--- config.mk ---
export PLATFORM = sky130hd
export DESIGN_NAME = inv_sub_bytes_seq
export DESIGN_NICKNAME = d
export VERILOG_FILES = /design/src/rtl/aes_pkg.sv /design/src/rtl/inv_sbox.sv /design/src/rtl/inv_sub_bytes_seq.sv
export SDC_FILE = /design/constraint.sdc
export NUM_CORES = 1
export LEC_CHECK = 0
export ABC_AREA = 0
export CAP_MARGIN = 25
export CORE_MARGIN = 3
export CORE_UTILIZATION = 30
export CTS_BUF_LIST = sky130_fd_sc_hd__clkbuf_8 sky130_fd_sc_hd__clkbuf_16
export CTS_CLUSTER_DIAMETER = 120
export DETAILED_ROUTE_END_ITERATION = 16
export PLACE_DENSITY = 0.5
export SLEW_MARGIN = 20
export SYNTH_ARGS = -nofsm -noshare
export SYNTH_HDL_FRONTEND = slang
export SYNTH_HIERARCHICAL = 1
export SYNTH_SLANG_ARGS = --single-unit
--- constraint.sdc ---
create_clock -name clk -period 4.7 [get_ports clk]
set_input_delay 0.94 -clock clk [delete_from_list [all_inputs] [get_ports clk]]
set_output_delay 0.94 -clock clk [all_outputs]
set_load 0.05 [all_outputs]
--- src/rtl/aes_pkg.sv ---
// Shared AES types, S-box tables and FSM encoding.
// SBOX is only referenced when INV_SUB_BYTES_FWD_EN is defined.
package aes_pkg;

  typedef logic [127:0] aes_state_t;
  typedef logic [7:0]   aes_byte_t;

  localparam int AES_STATE_BYTES = 16;

  typedef enum logic [1:0] {
    IDLE,
    BUSY,
    DONE
  } isb_state_t;

  localparam aes_byte_t INV_SBOX [256] = '{
    8'h52, 8'h09, 8'h6a, 8'hd5, 8'h30, 8'h36, 8'ha5, 8'h38,
    8'hbf, 8'h40, 8'ha3, 8'h9e, 8'h81, 8'hf3, 8'hd7, 8'hfb,
    8'h7c, 8'he3, 8'h39, 8'h82, 8'h9b, 8'h2f, 8'hff, 8'h87,
    8'h34, 8'h8e, 8'h43, 8'h44, 8'hc4, 8'hde, 8'he9, 8'hcb,
    8'h54, 8'h7b, 8'h94, 8'h32, 8'ha6, 8'hc2, 8'h23, 8'h3d,
    8'hee, 8'h4c, 8'h95, 8'h0b, 8'h42, 8'hfa, 8'hc3, 8'h4e,
    8'h08, 8'h2e, 8'ha1, 8'h66, 8'h28, 8'hd9, 8'h24, 8'hb2,
    8'h76, 8'h5b, 8'ha2, 8'h49, 8'h6d, 8'h8b, 8'hd1, 8'h25,
    8'h72, 8'hf8, 8'hf6, 8'h64, 8'h86, 8'h68, 8'h98, 8'h16,
    8'hd4, 8'ha4, 8'h5c, 8'hcc, 8'h5d, 8'h65, 8'hb6, 8'h92,
    8'h6c, 8'h70, 8'h48, 8'h50, 8'hfd, 8'hed, 8'hb9, 8'hda,
    8'h5e, 8'h15, 8'h46, 8'h57, 8'ha7, 8'h8d, 8'h9d, 8'h84,
    8'h90, 8'hd8, 8'hab, 8'h00, 8'h8c, 8'hbc, 8'hd3, 8'h0a,
    8'hf7, 8'he4, 8'h58, 8'h05, 8'hb8, 8'hb3, 8'h45, 8'h06,
    8'hd0, 8'h2c, 8'h1e, 8'h8f, 8'hca, 8'h3f, 8'h0f, 8'h02,
    8'hc1, 8'haf, 8'hbd, 8'h03, 8'h01, 8'h13, 8'h8a, 8'h6b,
    8'h3a, 8'h91, 8'h11, 8'h41, 8'h4f, 8'h67, 8'hdc, 8'hea,
    8'h97, 8'hf2, 8'hcf, 8'hce, 8'hf0, 8'hb4, 8'he6, 8'h73,
    8'h96, 8'hac, 8'h74, 8'h22, 8'he7, 8'had, 8'h35, 8'h85,
    8'he2, 8'hf9, 8'h37, 8'he8, 8'h1c, 8'h75, 8'hdf, 8'h6e,
    8'h47, 8'hf1, 8'h1a, 8'h71, 8'h1d, 8'h29, 8'hc5, 8'h89,
    8'h6f, 8'hb7, 8'h62, 8'h0e, 8'haa, 8'h18, 8'hbe, 8'h1b,
    8'hfc, 8'h56, 8'h3e, 8'h4b, 8'hc6, 8'hd2, 8'h79, 8'h20,
    8'h9a, 8'hdb, 8'hc0, 8'hfe, 8'h78, 8'hcd, 8'h5a, 8'hf4,
    8'h1f, 8'hdd, 8'ha8, 8'h33, 8'h88, 8'h07, 8'hc7, 8'h31,
    8'hb1, 8'h12, 8'h10, 8'h59, 8'h27, 8'h80, 8'hec, 8'h5f,
    8'h60, 8'h51, 8'h7f, 8'ha9, 8'h19, 8'hb5, 8'h4a, 8'h0d,
    8'h2d, 8'he5, 8'h7a, 8'h9f, 8'h93, 8'hc9, 8'h9c, 8'hef,
    8'ha0, 8'he0, 8'h3b, 8'h4d, 8'hae, 8'h2a, 8'hf5, 8'hb0,
    8'hc8, 8'heb, 8'hbb, 8'h3c, 8'h83, 8'h53, 8'h99, 8'h61,
    8'h17, 8'h2b, 8'h04, 8'h7e, 8'hba, 8'h77, 8'hd6, 8'h26,
    8'he1, 8'h69, 8'h14, 8'h63, 8'h55, 8'h21, 8'h0c, 8'h7d
  };

  localparam aes_byte_t SBOX [256] = '{
    8'h63, 8'h7c, 8'h77, 8'h7b, 8'hf2, 8'h6b, 8'h6f, 8'hc5,
    8'h30, 8'h01, 8'h67, 8'h2b, 8'hfe, 8'hd7, 8'hab, 8'h76,
    8'hca, 8'h82, 8'hc9, 8'h7d, 8'hfa, 8'h59, 8'h47, 8'hf0,
    8'had, 8'hd4, 8'ha2, 8'haf, 8'h9c, 8'ha4, 8'h72, 8'hc0,
    8'hb7, 8'hfd, 8'h93, 8'h26, 8'h36, 8'h3f, 8'hf7, 8'hcc,
    8'h34, 8'ha5, 8'he5, 8'hf1, 8'h71, 8'hd8, 8'h31, 8'h15,
    8'h04, 8'hc7, 8'h23, 8'hc3, 8'h18, 8'h96, 8'h05, 8'h9a,
    8'h07, 8'h12, 8'h80, 8'he2, 8'heb, 8'h27, 8'hb2, 8'h75,
    8'h09, 8'h83, 8'h2c, 8'h1a, 8'h1b, 8'h6e, 8'h5a, 8'ha0,
    8'h52, 8'h3b, 8'hd6, 8'hb3, 8'h29, 8'he3, 8'h2f, 8'h84,
    8'h53, 8'hd1, 8'h00, 8'hed, 8'h20, 8'hfc, 8'hb1, 8'h5b,
    8'h6a, 8'hcb, 8'hbe, 8'h39, 8'h4a, 8'h4c, 8'h58, 8'hcf,
    8'hd0, 8'hef, 8'haa, 8'hfb, 8'h43, 8'h4d, 8'h33, 8'h85,
    8'h45, 8'hf9, 8'h02, 8'h7f, 8'h50, 8'h3c, 8'h9f, 8'ha8,
    8'h51, 8'ha3, 8'h40, 8'h8f, 8'h92, 8'h9d, 8'h38, 8'hf5,
    8'hbc, 8'hb6, 8'hda, 8'h21, 8'h10, 8'hff, 8'hf3, 8'hd2,
    8'hcd, 8'h0c, 8'h13, 8'hec, 8'h5f, 8'h97, 8'h44, 8'h17,
    8'hc4, 8'ha7, 8'h7e, 8'h3d, 8'h64, 8'h5d, 8'h19, 8'h73,
    8'h60, 8'h81, 8'h4f, 8'hdc, 8'h22, 8'h2a, 8'h90, 8'h88,
    8'h46, 8'hee, 8'hb8, 8'h14, 8'hde, 8'h5e, 8'h0b, 8'hdb,
    8'he0, 8'h32, 8'h3a, 8'h0a, 8'h49, 8'h06, 8'h24, 8'h5c,
    8'hc2, 8'hd3, 8'hac, 8'h62, 8'h91, 8'h95, 8'he4, 8'h79,
    8'he7, 8'hc8, 8'h37, 8'h6d, 8'h8d, 8'hd5, 8'h4e, 8'ha9,
    8'h6c, 8'h56, 8'hf4, 8'hea, 8'h65, 8'h7a, 8'hae, 8'h08,
    8'hba, 8'h78, 8'h25, 8'h2e, 8'h1c, 8'ha6, 8'hb4, 8'hc6,
    8'he8, 8'hdd, 8'h74, 8'h1f, 8'h4b, 8'hbd, 8'h8b, 8'h8a,
    8'h70, 8'h3e, 8'hb5, 8'h66, 8'h48, 8'h03, 8'hf6, 8'h0e,
    8'h61, 8'h35, 8'h57, 8'hb9, 8'h86, 8'hc1, 8'h1d, 8'h9e,
    8'he1, 8'hf8, 8'h98, 8'h11, 8'h69, 8'hd9, 8'h8e, 8'h94,
    8'h9b, 8'h1e, 8'h87, 8'he9, 8'hce, 8'h55, 8'h28, 8'hdf,
    8'h8c, 8'ha1, 8'h89, 8'h0d, 8'hbf, 8'he6, 8'h42, 8'h68,
    8'h41, 8'h99, 8'h2d, 8'h0f, 8'hb0, 8'h54, 8'hbb, 8'h16
  };

endpackage

--- src/rtl/inv_sbox.sv ---
// Single-byte inverse S-box lookup (combinational).
// With INV_SUB_BYTES_FWD_EN, fwd=1 selects the forward S-box.
module inv_sbox
  import aes_pkg::*;
(
`ifdef INV_SUB_BYTES_FWD_EN
  input  logic      fwd,
`endif
  input  aes_byte_t in_byte,
  output aes_byte_t out_byte
);

  // table lookup
  always_comb begin
`ifdef INV_SUB_BYTES_FWD_EN
    out_byte = fwd ? SBOX[in_byte] : INV_SBOX[in_byte];
`else
    out_byte = INV_SBOX[in_byte];
`endif
  end

endmodule

--- src/rtl/inv_sub_bytes_seq.sv ---
// Sequential InvSubBytes: BYTES_PER_CYCLE bytes per busy cycle.
// INV_SUB_BYTES_FWD_EN adds a mode port (1 = forward S-box).
module inv_sub_bytes_seq
  import aes_pkg::*;
#(
  parameter int BYTES_PER_CYCLE = 4
) (
  input  logic       clk,
  input  logic       rst,
  input  logic       in_valid,
  output logic       in_ready,
`ifdef INV_SUB_BYTES_FWD_EN
  input  logic       mode,
`endif
  input  aes_state_t state_in,
  output logic       out_valid,
  input  logic       out_ready,
  output aes_state_t state_out,
  output logic       busy
);

  localparam int B  = BYTES_PER_CYCLE;
  localparam int N  = AES_STATE_BYTES / B;
  localparam int CW = (N > 1) ? $clog2(N) : 1;
  localparam int W  = 8 * B;
  localparam logic [CW-1:0] LAST = CW'(N - 1);

  if (B != 1 && B != 2 && B != 4 &&
      B != 8 && B != 16) begin : g_bad_b
    $error("BYTES_PER_CYCLE must be 1/2/4/8/16");
  end

  isb_state_t      state_q, state_d;
  logic [CW-1:0]   cnt_q;
  aes_state_t      work_q, work_d;
  logic [W-1:0]    chunk, sub;
`ifdef INV_SUB_BYTES_FWD_EN
  logic            mode_q;
`endif

  // pick the chunk addressed by the counter, splice back its substitution
  always_comb begin
    chunk  = '0;
    work_d = work_q;
    for (int k = 0; k < N; k++) begin
      if (cnt_q == CW'(k)) begin
        chunk = work_q[127-W*k -: W];
        work_d[127-W*k -: W] = sub;
      end
    end
  end

  for (genvar j = 0; j < B; j++) begin : g_sbox
    inv_sbox u_sbox (
`ifdef INV_SUB_BYTES_FWD_EN
      .fwd      (mode_q),
`endif
      .in_byte  (chunk[8*(B-1-j) +: 8]),
      .out_byte (sub[8*(B-1-j) +: 8])
    );
  end

  // state register
  always_ff @(posedge clk) begin
    if (rst) state_q <= IDLE;
    else     state_q <= state_d;
  end

  // next-state decode
  always_comb begin
    state_d = state_q;
    unique case (state_q)
      IDLE: if (in_valid)       state_d = BUSY;
      BUSY: if (cnt_q == LAST)  state_d = DONE;
      DONE: if (out_ready)      state_d = IDLE;
      default:                  state_d = IDLE;
    endcase
  end

  // working register, chunk counter and stored mode
  always_ff @(posedge clk) begin
    if (rst) begin
      work_q <= '0;
      cnt_q  <= '0;
`ifdef INV_SUB_BYTES_FWD_EN
      mode_q <= 1'b0;
`endif
    end else if (state_q == IDLE && in_valid) begin
      work_q <= state_in;
      cnt_q  <= '0;
`ifdef INV_SUB_BYTES_FWD_EN
      mode_q <= mode;
`endif
    end else if (state_q == BUSY) begin
      work_q <= work_d;
      cnt_q  <= (cnt_q == LAST) ? '0 : cnt_q + CW'(1);
    end
  end

  assign in_ready  = (state_q == IDLE);
  assign busy      = (state_q == BUSY);
  assign out_valid = (state_q == DONE);
  assign state_out = work_q;

endmodule

==> metrics.cfg <==
[clocking]
clkTransAtPathRegs_ns=0.07
holdBufCountCts=0
numClockSinks=132
clk_latency_ns=0.46
cts_root_buf=clkbuf_16
cts-buffers-inserted=17
h-tree-depth=4
clock_path_buffers=2
cts_tree=done

[synthesis]
syn_inst=3057
synth_ff_type=dfxtp_1
yosysWarnings=6
async_flop_share=0
synth_seq_area_share=0.126
synth_area_um2=21000
syn-mean-instance-area_um2=6.86
ys_types=92
synth_edf_count=0
ys_ff_latch=132
syn_nets=3277

[place]
gp_congestion=1.00
io_buffers=262
place_hpwl_mm=93.0
place_inst=4211
place_area_um2=26000
post-place-ws_ns=0.0232

[sta]
rsz0062_at_grt=yes
setup_tns_ns=0
finalCritPeriodShare=0.961
setup_viol=0
slew_headroom=0.253
period_needed_ns=4.52
worst_slew_pin_slew_ns=1.12
fmax_mhz=221
maxSlewViolCount=0
finalClockSkew_ns=0.00917
finalHoldViolations=0
hold_slack_ns=0.494
setup_ws_ns=0.183

[floorplanning]
top_level_ports=263
die_x_um=270
initial_utilization=0.304
die-area_um2=73100
coreArea_um2=68900
die_y_um=270
num_rows=96

[power]
clkPwrFrac=0.137
p_seq_frac=0.123
pwr_density_cell_nw_per_um2=421
p_int_mw=5.14
p_sw_frac=0.544
leakagePower_nw=9.59
p_switching_mw=6.14
combPwrFrac=0.740
vdd_drop_max_mv=0.206
finalPower_mw=11.3

[grt]
track_usage=0.326
grt_pass1_vias=26235
grt_overflow_total=0
grt_pass1_wl_mm=183
antenna_found_initial=1
grt_max_degree=97

[job]
maxCapViolations=0

[hold_path]
hold_path_class=reg2reg
hold_end=state_out[109]
worstHoldStart=state_out[109]
min_path_cells=2

[detailed_routing]
vias_per_cell=6.46
dr.pass1.iters=9
drc=0
ant_nets=0
via_count=27461
drt_iter0_drc=3962
wl_per_cell_um=29.5
wl_mm=125

[setup_path]
crit_arrival_ns=4.88
r2r_slack_ns=0.18
cp_max_fo=17
reg2reg_from=cnt_q[0]
critPathRequiredTime_ns=5.06
max_stage_delay_ns=0.53
r2r-end=state_out[104]
criticalPathCategory=reg2reg
r2r.worst_path.cells=17
start_kind=flop
end_kind=flop
crit_path_top_delay_cell=ha_1
crit_path_cell_trace=inv_1, ha_1, nor2b_4, buf_12, a221oi_1, o31ai_2, inv_1, buf_4, ha_1, nor2b_1, nor3_1, a211oi_1, o21ai_0, a211o_1, nand3_1, nor2_1, a2111oi_2
critPathBufInv=4
critical_path.top_delay_family=compound AO/OA/AOI/OAI gates

[finish]
fin_nets=3525
final_cells=4249
drive_above_1_share=0.180
synthToLayoutAreaGrowth_pct=27.7
final_area_um2=26800
final_core_util=0.389
fillers=7300

[outcome]
status=completed

[layout by cell type (no fill, tap or decap), drive strengths merged, types with 47 or more instances in the layout]
| cell type | netlist | layout |
|---|---|---|
| a31oi | 61 | 61 |
| nand2 | 429 | 429 |
| ha | 88 | 88 |
| nor2 | 313 | 313 |
| o31ai | 64 | 64 |
| a221oi | 57 | 57 |
| a211oi | 54 | 54 |
| o211ai | 48 | 48 |
| a21oi | 200 | 200 |
| buf | 214 | 323 |
| dfxtp | 132 | 132 |
| nand2b | 79 | 79 |
| inv | 78 | 81 |
| nor3 | 69 | 69 |
| o311ai | 47 | 47 |
| a311oi | 149 | 149 |
| nor2b | 104 | 104 |
| nand3 | 100 | 100 |
| clkdlybuf4s50 | 0 | 261 |
| o21ai | 205 | 205 |
[power groups by stage]
stage | clock network [mW] | registers, mW | logic [mW]
floorplan | 0 | 1.75 | 4.45
CTS | 1.57 | 1.39 | 8.05
detailed placement | 0 | 1.41 | 8.02
global placement | 0 | 1.41 | 8.17
global route | 1.61 | 1.40 | 8.73
finish | 1.55 | 1.39 | 8.35
[layout make-up]
class | instances | area (um^2) | share of cell area
well taps | 931 | 1160 | 0.0435
diodes | 1 | 2.50 | 0.0000934
flip-flops and latches | 132 | 2640 | 0.0986
clock buffers | 18 | 439 | 0.0164
inverters | 83 | 312 | 0.0116
repair buffers | 584 | 5380 | 0.201
multi-input cells | 2487 | 16700 | 0.622
clock inverters | 13 | 199 | 0.00742
[cells in the mapped netlist (all sizes together) (6+ instances only)]
cell type / count / share of area
or3: 15 / 0.0045
nor3: 69 / 0.016
nand3: 100 / 0.024
o21ai: 205 / 0.049
or2: 27 / 0.0082
ha: 88 / 0.052
inv: 78 / 0.014
a211o: 11 / 0.0046
mux2i: 25 / 0.012
a211oi: 54 / 0.019
mux4: 16 / 0.017
a32o: 7 / 0.0033
o211a: 7 / 0.0033
and3: 20 / 0.0060
a32oi: 7 / 0.0029
o311a: 7 / 0.0033
dfxtp: 132 / 0.13
o211ai: 48 / 0.018
nor4: 6 / 0.0018
o221ai: 14 / 0.0058
and2: 20 / 0.0060
nand3b: 15 / 0.0054
o2111ai: 12 / 0.0050
nand2b: 79 / 0.024
mux2: 11 / 0.0059
nor2: 313 / 0.057
nand2: 429 / 0.077
o21a: 8 / 0.0029
nand4: 22 / 0.0066
o31a: 8 / 0.0033
a221o: 14 / 0.0067
a311oi: 149 / 0.089
clkbuf: 141 / 0.025
o22ai: 20 / 0.0060
o311ai: 47 / 0.020
a21o: 15 / 0.0054
a311o: 11 / 0.0052
nor2b: 104 / 0.031
a31oi: 61 / 0.018
a21oi: 200 / 0.048
buf: 214 / 0.062
a221oi: 57 / 0.024
o31ai: 64 / 0.023
a2111oi: 45 / 0.028
[flip-flops by register name, indices dropped and copies added (netlist names)]
| signal | count |
|---|---|
| state_out | 128 |
| state_q | 2 |
| cnt_q | 2 |
[tightest hold or removal path, stage by stage (launching register included)]
cell	delay (ns)
dfxtp_1	0.33
inv_1	0.07
a2111oi_2	0.05
[worst max-delay path by stage]
| stage | start | slack (ns) | end | cells past startpoint |
|---|---|---|---|---|
| after global routing | cnt_q[0] | -0.005 | state_out[9] | 18 |
| after global placement | cnt_q[0] | -0.06 | state_out[102] | 17 |
| after detailed placement | cnt_q[0] | 0.02 | state_out[102] | 17 |
| after floorplan | cnt_q[1] | -0.01 | state_out[121] | 20 |
| final | cnt_q[0] | 0.18 | state_out[104] | 17 |
| after CTS | cnt_q[0] | 0.03 | state_out[75] | 17 |
[layer usage]
| metal | track usage | share of wire | up-vias |
|---|---|---|---|
| met5 | 0 | 0 | - |
| met4 | 0.134 | 0.050 | 0 |
| met3 | 0.0660 | 0.099 | 367 |
| met2 | 0.509 | 0.44 | 1873 |
| met1 | 0.437 | 0.41 | 13301 |
| li1 | - | - | 11920 |
[logic make-up after synthesis]
kind of cell | share of synthesized area
buf+inv | 0.102
flops | 0.126
simple gates | 0.276
mux | 0.0350
compound gates | 0.407
xor+xnor | 0.00251
fa+ha+maj | 0.0525
[repair_timing]
action                                  CTS  global route
pin swaps                                 0             4
buffers inserted                          0             5
endpoints found under the setup margin    1            76
resized for setup                         1            15
hold endpoints to repair                  0             0
(Power assumes the default switching activity.)
